**src/rtl/irq_pkg.sv**
```systemverilog
// Shared definitions for the 4-line interrupt controller: sizes, FSM encoding,
// and the vector-to-clear-mask helper.
package irq_pkg;
  localparam int N_IRQ = 4;
  localparam int VEC_W = 2;

  typedef enum logic [1:0] {
    S_IDLE = 2'd0,
    S_REQ  = 2'd1,
    S_SVC  = 2'd2
  } state_t;

  function automatic logic [N_IRQ-1:0] onehot(input logic [VEC_W-1:0] idx);
    logic [N_IRQ-1:0] r;
    r      = '0;
    r[idx] = 1'b1;
    return r;
  endfunction
endpackage

```
**src/rtl/priority_encoder4X2.sv**
```systemverilog
// 4:2 priority encoder, bit 3 highest. out is forced to 0 when nothing is set;
// callers gate on z and never rely on that value.
module priority_encoder4X2 (
  input  logic [3:0] in,
  output logic [1:0] out,
  output logic       z
);
  always_comb begin
    out = 2'd0;
    if (in[3])      out = 2'd3;
    else if (in[2]) out = 2'd2;
    else if (in[1]) out = 2'd1;
    z = |in;
  end
endmodule

```
**src/rtl/irq_controller4.sv**
```systemverilog
// 4-line edge-triggered interrupt controller with mask, priority select and
// a req/ack/eoi handshake toward the CPU.
//
// state | meaning
// IDLE  | no request outstanding; commits highest masked pending line
// REQ   | int_req high with committed vector, waiting for int_ack
// SVC   | CPU servicing; new edges still pend, waiting for eoi
module irq_controller4
  import irq_pkg::*;
(
  input  logic             clk,
  input  logic             rst,
  input  logic [N_IRQ-1:0] irq_in,
  input  logic             mask_we,
  input  logic [N_IRQ-1:0] mask_wdata,
  output logic [N_IRQ-1:0] mask_q,
  output logic [N_IRQ-1:0] pending,
  output logic             int_req,
  output logic [VEC_W-1:0] int_vec,
  input  logic             int_ack,
  output logic             in_service,
  input  logic             eoi
);
  state_t           state;
  logic [N_IRQ-1:0] irq_prev;
  logic [N_IRQ-1:0] rise;
  logic [N_IRQ-1:0] masked;
  logic [N_IRQ-1:0] clr;
  logic [VEC_W-1:0] vec_r;
  logic [VEC_W-1:0] enc_out;
  logic             enc_z;

  assign rise    = irq_in & ~irq_prev;
  assign masked  = pending & mask_q;
  assign int_vec = vec_r;

  // Only an accepted request clears its pending bit; a same-cycle edge on
  // that line re-sets it because rise is OR-ed in after the clear.
  always_comb begin
    clr = '0;
    if (state == S_REQ && int_ack) clr = onehot(vec_r);
  end

  priority_encoder4X2 u_enc (
    .in  (masked),
    .out (enc_out),
    .z   (enc_z)
  );

  always_ff @(posedge clk) begin
    if (rst) begin
      irq_prev   <= '0;
      pending    <= '0;
      mask_q     <= '0;
      vec_r      <= '0;
      state      <= S_IDLE;
      int_req    <= 1'b0;
      in_service <= 1'b0;
    end else begin
      irq_prev <= irq_in;
      pending  <= (pending & ~clr) | rise;
      if (mask_we) mask_q <= mask_wdata;
      case (state)
        S_IDLE: if (enc_z) begin
          vec_r   <= enc_out;
          state   <= S_REQ;
          int_req <= 1'b1;
        end
        S_REQ: if (int_ack) begin
          state      <= S_SVC;
          int_req    <= 1'b0;
          in_service <= 1'b1;
        end
        S_SVC: if (eoi) begin
          state      <= S_IDLE;
          in_service <= 1'b0;
        end
        default: begin
          state      <= S_IDLE;
          int_req    <= 1'b0;
          in_service <= 1'b0;
        end
      endcase
    end
  end
endmodule
```
**config.mk**
```make
export PLATFORM = sky130hd
export DESIGN_NAME = irq_controller4
export DESIGN_NICKNAME = d
export VERILOG_FILES = /design/src/rtl/irq_pkg.sv /design/src/rtl/priority_encoder4X2.sv /design/src/rtl/irq_controller4.sv
export SDC_FILE = /design/constraint.sdc
export NUM_CORES = 1
export LEC_CHECK = 0
export ABC_AREA = 1
export CAP_MARGIN = 10
export CORE_UTILIZATION = 38
export DETAILED_ROUTE_END_ITERATION = 6
export PLACE_DENSITY = 0.69
export SYNTH_ARGS = -nofsm -noshare
export SYNTH_HDL_FRONTEND = slang
export SYNTH_SLANG_ARGS = --single-unit
```
**constraint.sdc**
```tcl
create_clock -name clk -period 0.9 [get_ports clk]
set_input_delay 0.18 -clock clk [delete_from_list [all_inputs] [get_ports clk]]
set_output_delay 0.18 -clock clk [all_outputs]
set_load 0.03 [all_outputs]
```
==> results of run 1 <==
==> placed cells by master, fill, tap and decap left out, drive strengths merged <==
cell / Yosys / layout
nor2: 16 / 16
a21oi: 5 / 5
nand3: 3 / 3
buf: 1 / 30
o21ai: 10 / 10
clkbuf: 0 / 4
dlymetal6s2s: 0 / 2
inv: 15 / 16
nand2: 22 / 22
clkdlybuf4s50: 0 / 10
dfxtp: 18 / 18
nand3b: 1 / 1
nor3: 5 / 5
==> power groups by stage <==
stage	clock network (uW)	registers (uW)	logic, uW
after floorplan	0	1030	135
after global placement	0	924	435
after detailed placement	0	928	444
after CTS	430	918	578
after global routing	453	929	700
final	418	922	657
==> cell families (layout without fill, tap and decap cells) <==
group	count (synthesis)	count (layout)	share of synthesized area, %
buffers and inverters	17	62	9.66
flip-flops	18	18	51.5
AO/OA/AOI/OAI	15	15	11.3
AND/OR/NAND/NOR	47	47	27.5
==> flip-flops by register name (all words and copies together) (netlist names) <==
| name | count |
|---|---|
| irq_prev | 4 |
| mask_q | 4 |
| pending | 4 |
| int_vec | 2 |
| state | 2 |
| in_service | 1 |
| int_req | 1 |
==> layer usage <==
metal  vias up  part of all wire, %  global-route usage [%]
li1        396                    -                       -
met1       351                   40                    22.9
met2        36                   52                    39.4
met3         8                  5.5                    6.40
met4         0                  2.2                    5.45
met5         -                    0                       0
==> path summary, 6_finish.rpt <==
| kind | start | to | slack (ns) | depth (start not counted) |
|---|---|---|---|---|
| worst min-delay path | rst | state[0] | 0.26 | 4 |
| worst max-delay path | mask_q[1] | mask_q[1] | -0.17 | 2 |
| worst max register to register | mask_q[1] | state[0] | -0.09 | 7 |
| worst min register to register | irq_prev[0] | pending[0] | 0.47 | 3 |
==> per-stage QoR <==
step / hold slack (ns) / power, uW
floorplan: 0.299 / 1160
global placement: 0.451 / 1360
detailed placement: 0.455 / 1370
CTS: 0.393 / 1930
global route: 0.294 / 2080
finish: 0.257 / 2000
==> timing repair <==
action | in CTS | in global routing
gates cloned | 0 | 0
gates resized for setup | 37 | 24
endpoints found under the setup margin | 24 | 21
hold buffers | 0 | 0
pin swaps | 7 | 6
buffers inserted | 7 | 3
==> area by class of cell <==
cell class,count,area (um2),area share [%]
sequential,18,398,29.9
tap,25,31.3,2.35
clock buffer,4,26.3,1.98
timing repair buffer,42,440,33.1
multi-input combinational,62,372,27.9
inverter,16,62.6,4.70
==> tightest hold or removal path: stages <==
cell	delay [ns]
dlymetal6s2s_1	0.16
inv_4	0.10
o21ai_2	0.06
inv_1	0.03
==> flow_summary_export.csv, run 1 <==
group,metric,value,unit
synth,ys_warn_count,0,
routing,via_count,791,
worst_setup_path,crit_required,0.72,ns
power,p_leak,0.000609,uW
power,seqPwrFrac,46.2,%
power,p_int,1360,uW
floorplan,fp.dieArea,2020,um2
synth,yosysMostFrequentCell,"nand2_1",
placed_design,pre_cts_ws,-0.398,ns
floorplan,fp-row-count,15,
power,peakVddDrop,1440,uV
worst_setup_path,slowest_stage,"dfxtp_4",
routing,drt_iter0_markers,11,
power,p_switching,635,uW
sta,fmax,931,MHz
layout,layout-drive-gt1-share,50.0,%
sta,relSlewSlack,85.8,%
routing,drcViolationCount,0,
worst_setup_path,arrival,0.89,ns
synth,synth.area.top_cells,"dfxtp_1 (52%), nand2_1 (12%), inv_1 (8.1%)",
sta,finalSetupViolCount,17,
power,combinationalPowerShare,32.9,%
synth,synth-seq-cells,18,
placed_design,dpl_cell_area,1030,um2
clocking,clockRootBuffer,"clkbuf_4",
power,power_frac_clock,20.9,%
routing,post_drt_wl_per_cell,12.7,um
clocking,cts_made_buffers,3,
power,switching_share,31.8,%
clocking,clk_pin_slew_worst_paths,0.11,ns
synth,synth_top_area_share,51.5,%
synth,synth_top_area_cell,"dfxtp_1",
grt,gr-usage-all-layers,21.1,%
routing,wirelength,2130,um
placed_design,hpwl,1270,um
sta,worstMarginPinSlew,0.211,ns
placed_design,finalWeightedCongestion,0.832,
synth,syn_nets,110,
layout,post-route-util,77.0,%
routing,drt_first_pass_iters,4,
flow_run,drv_cap,0,
grt,first_global_vias,704,
synth,synth.distinct_cells,14,
worst_setup_path,cpPeakStageDelay,0.36,ns
worst_setup_path,worstSetupStartpointType,"register",
worst_setup_path,critPathBufInv,2,
clocking,htreeDepth,1,
layout,fin_area,1330,um2
synth,ys_seq_area_share,51.5,%
clocking,clk-insertion-delay-late,0.30,ns
worst_setup_path,path_common_cell,"buf_6",
grt,grt_max_degree,11,
grt,grt_pass1_wl,2970,um
synth,synth_async_sr_flop_share,0,%
synth,syn_area,699,um2
floorplan,io_pins,25,
routing,vias_per_cell,4.74,
sta,fin_crit,1.07,ns
sta,skew,0.0109,ns
placed_design,placedCellCount,154,
hold_path,hold_path_class,"in2reg",
floorplan,core,1730,um2
placed_design,portBuffers,24,
layout,fill_cells,136,
sta,worst_slack,-0.175,ns
clocking,clock_sinks,18,
grt,gr-total-overflow,0,
synth,synth-main-ff-cell,"dfxtp_1",
worst_setup_path,endpoint_kind,"output port",
worst_setup_path,crit_chain,"buf_6, buf_6",
layout,num_antenna_cells,0,
synth,synthCells,97,
power,powerDensity,1500,nW/um2
outcome,violations,"setup timing",
worst_setup_path,critPathTopFamily,"flip-flops",
sta,slew_violations,0,
worst_setup_path,crit_fanout,2,
synth,syn-mean-instance-area,7.21,um2
floorplan,die_h,44.9,um
clocking,clockBufferDepth,2,
outcome,status,"finished, violations left",
routing,drtAntennaViolNets,0,
synth,synth_edf_count,0,
grt,antenna_found_initial,0,
layout,area_growth,90.2,%
floorplan,start_util,40.5,%
layout,finalNetCount,156,
sta,final.setup.tns,-1.73,ns
sta,final_hold_viol_count,0,
floorplan,die_width,44.9,um
sta,rsz0062_at_grt,"yes",
clocking,cts_tree,"built",
sta,fin_crit_sh,119,%
layout,fin_cells,167,
synth,synth_commonest_cells,"nand2_1 (22), dfxtp_1 (18), inv_1 (15), nor2_1 (15)",
worst_setup_path,path_class,"reg2out",
No activity file was read; power rests on OpenSTA's default activity.
==> inputs of run 2 (changes only) <==
CORE_UTILIZATION = 45   (was 38)
PLACE_DENSITY = 0.77   (was 0.69)
clock period = 1.39 ns   (was 0.9 ns; I/O delays follow)
==> flow_summary_export.csv, run 2 (synthesized netlist as in run 1, its figures left out) <==
group,metric,value,unit
outcome,status,"finished clean",
grt,gr-total-overflow,0,
routing,drtAntennaViolNets,0,
clocking,clockBufferDepth,2,
worst_setup_path,ff2ff_setup_slack,0.31,ns
routing,drcViolationCount,0,
worst_setup_path,arrival,1.06,ns
worst_setup_path,crit_fanout,3,
clocking,cts_hold_buf,0,
worst_setup_path,slowest_stage,"dlygate4sd2_1",
worst_setup_path,critPathBufInv,1,
worst_setup_path,endpoint_kind,"output port",
layout,num_antenna_cells,0,
layout,mostFrequentLayoutCells,"nand2_1 (22), dfxtp_1 (18), inv_1 (15), nor2_1 (15), clkdlybuf4s50_1 (12)",
worst_setup_path,crit_required,1.11,ns
floorplan,fp.dieArea,1720,um2
clocking,clk-insertion-delay-late,0.29,ns
grt,antenna_found_initial,0,
clocking,clk_pin_slew_worst_paths,0.10,ns
sta,slew_violations,0,
clocking,post_cts_resized,13,
clocking,cts_setup_buffers,0,
power,p_switching,340,uW
placed_design,finalWeightedCongestion,0.780,
routing,vias_per_cell,4.84,
worst_setup_path,crit_chain,"dlygate4sd2_1",
sta,worstMarginPinSlew,0.302,ns
worst_setup_path,cpPeakStageDelay,0.41,ns
routing,wirelength,1580,um
clocking,cts_tree,"built",
worst_setup_path,r2r-start,"state[1]",
placed_design,pre_cts_ws,-0.0167,ns
hold_path,min_from,"in_service",
placed_design,portBuffers,24,
layout,ff_latch_area,360,um2
layout,finalNetCount,143,
hold_path,hold_end,"in_service",
floorplan,io_pins,25,
grt,grt_max_degree,11,
sta,skew,0.000730,ns
hold_path,whs_path_depth,2,
grt,first_global_vias,674,
clocking,clock_sinks,18,
power,p_int,825,uW
floorplan,die_h,41.4,um
clocking,clockRootBuffer,"clkbuf_4",
sta,rsz0062_at_grt,"no",
floorplan,start_util,51.2,%
sta,worst_slack,0.0496,ns
sta,fin_crit,1.34,ns
power,powerDensity,1160,nW/um2
clocking,cts_made_buffers,3,
power,p_leak,0.000487,uW
power,peakVddDrop,1040,uV
routing,drt_iter0_markers,29,
sta,fmax,746,MHz
worst_setup_path,critPathTopFamily,"buffers and inverters",
sta,finalSetupViolCount,0,
power,combinationalPowerShare,22.4,%
sta,fin_crit_sh,96.4,%
floorplan,die_width,41.4,um
sta,relSlewSlack,80.0,%
layout,mostFrequentLayoutCell,"nand2_1",
clocking,htreeDepth,1,
floorplan,core,1370,um2
grt,gr-usage-all-layers,20.6,%
worst_setup_path,path_class,"reg2out",
worst_setup_path,reg2reg_to,"pending[3]",
sta,final_hold_viol_count,0,
layout,multi_input_area,272,um2
routing,drt_first_pass_iters,4,
layout,fin_area,1010,um2
placed_design,hpwl,1210,um
worst_setup_path,reg2regPathDepth,4,
layout,area_growth,43.8,%
layout,layout-drive-gt1-share,10.1,%
power,seqPwrFrac,50.4,%
hold_path,hold_path_class,"reg2reg",
power,power_frac_clock,27.1,%
sta,hold_ws,0.464,ns
routing,via_count,697,
power,switching_share,29.2,%
layout,fill_cells,125,
worst_setup_path,worstSetupStartpointType,"register",
grt,grt_pass1_wl,2770,um
floorplan,fp-row-count,13,
placed_design,dpl_cell_area,988,um2
routing,post_drt_wl_per_cell,11.0,um
layout,post-route-util,73.6,%
worst_setup_path,cp.depth,1,
flow_run,drv_cap,0,
layout,top_regs,"irq_prev x4, mask_q x4, pending x4",
run 2: stage by stage:
step	instances	total power, uW	TNS (ns)
finish	144	1170	0
CTS	144	1180	0
floorplan	97	749	0
detailed placement	140	884	-0.0188
global route	144	1230	0
global placement	140	876	0
run 2: area by class of cell:
type	instances	share of cell area, %
sequential	18	35.8
multi-input combinational	62	27.0
timing repair buffer	29	25.7
inverter	16	5.97
clock buffer	4	3.61
tap	15	1.87
run 2: worst max path at each step:
stage                    start         end  slack (ns)
floorplan           pending[1]  int_vec[0]        0.34
global placement    int_vec[0]  int_vec[0]        0.06
detailed placement     int_ack  pending[3]       -0.02
CTS                 pending[0]  pending[0]        0.01
global route        pending[2]  pending[2]       0.002
finish              pending[2]  pending[2]        0.05
run 2: power groups by stage:
stage | clock [uW] | sequential [uW] | combinational, uW
after floorplan | 0 | 661 | 87.6
after detailed placement | 0 | 600 | 284
final | 316 | 588 | 262
after CTS | 324 | 588 | 264
after global routing | 351 | 594 | 285
after global placement | 0 | 598 | 278
run 2: per-layer routing:
metal	global-route usage [%]	share of wire [%]	vias up
met2	35.0	46	25
met1	25.8	46	304
met4	1.94	0.63	0
met3	7.83	7.7	2
met5	0	0	-
li1	-	-	366
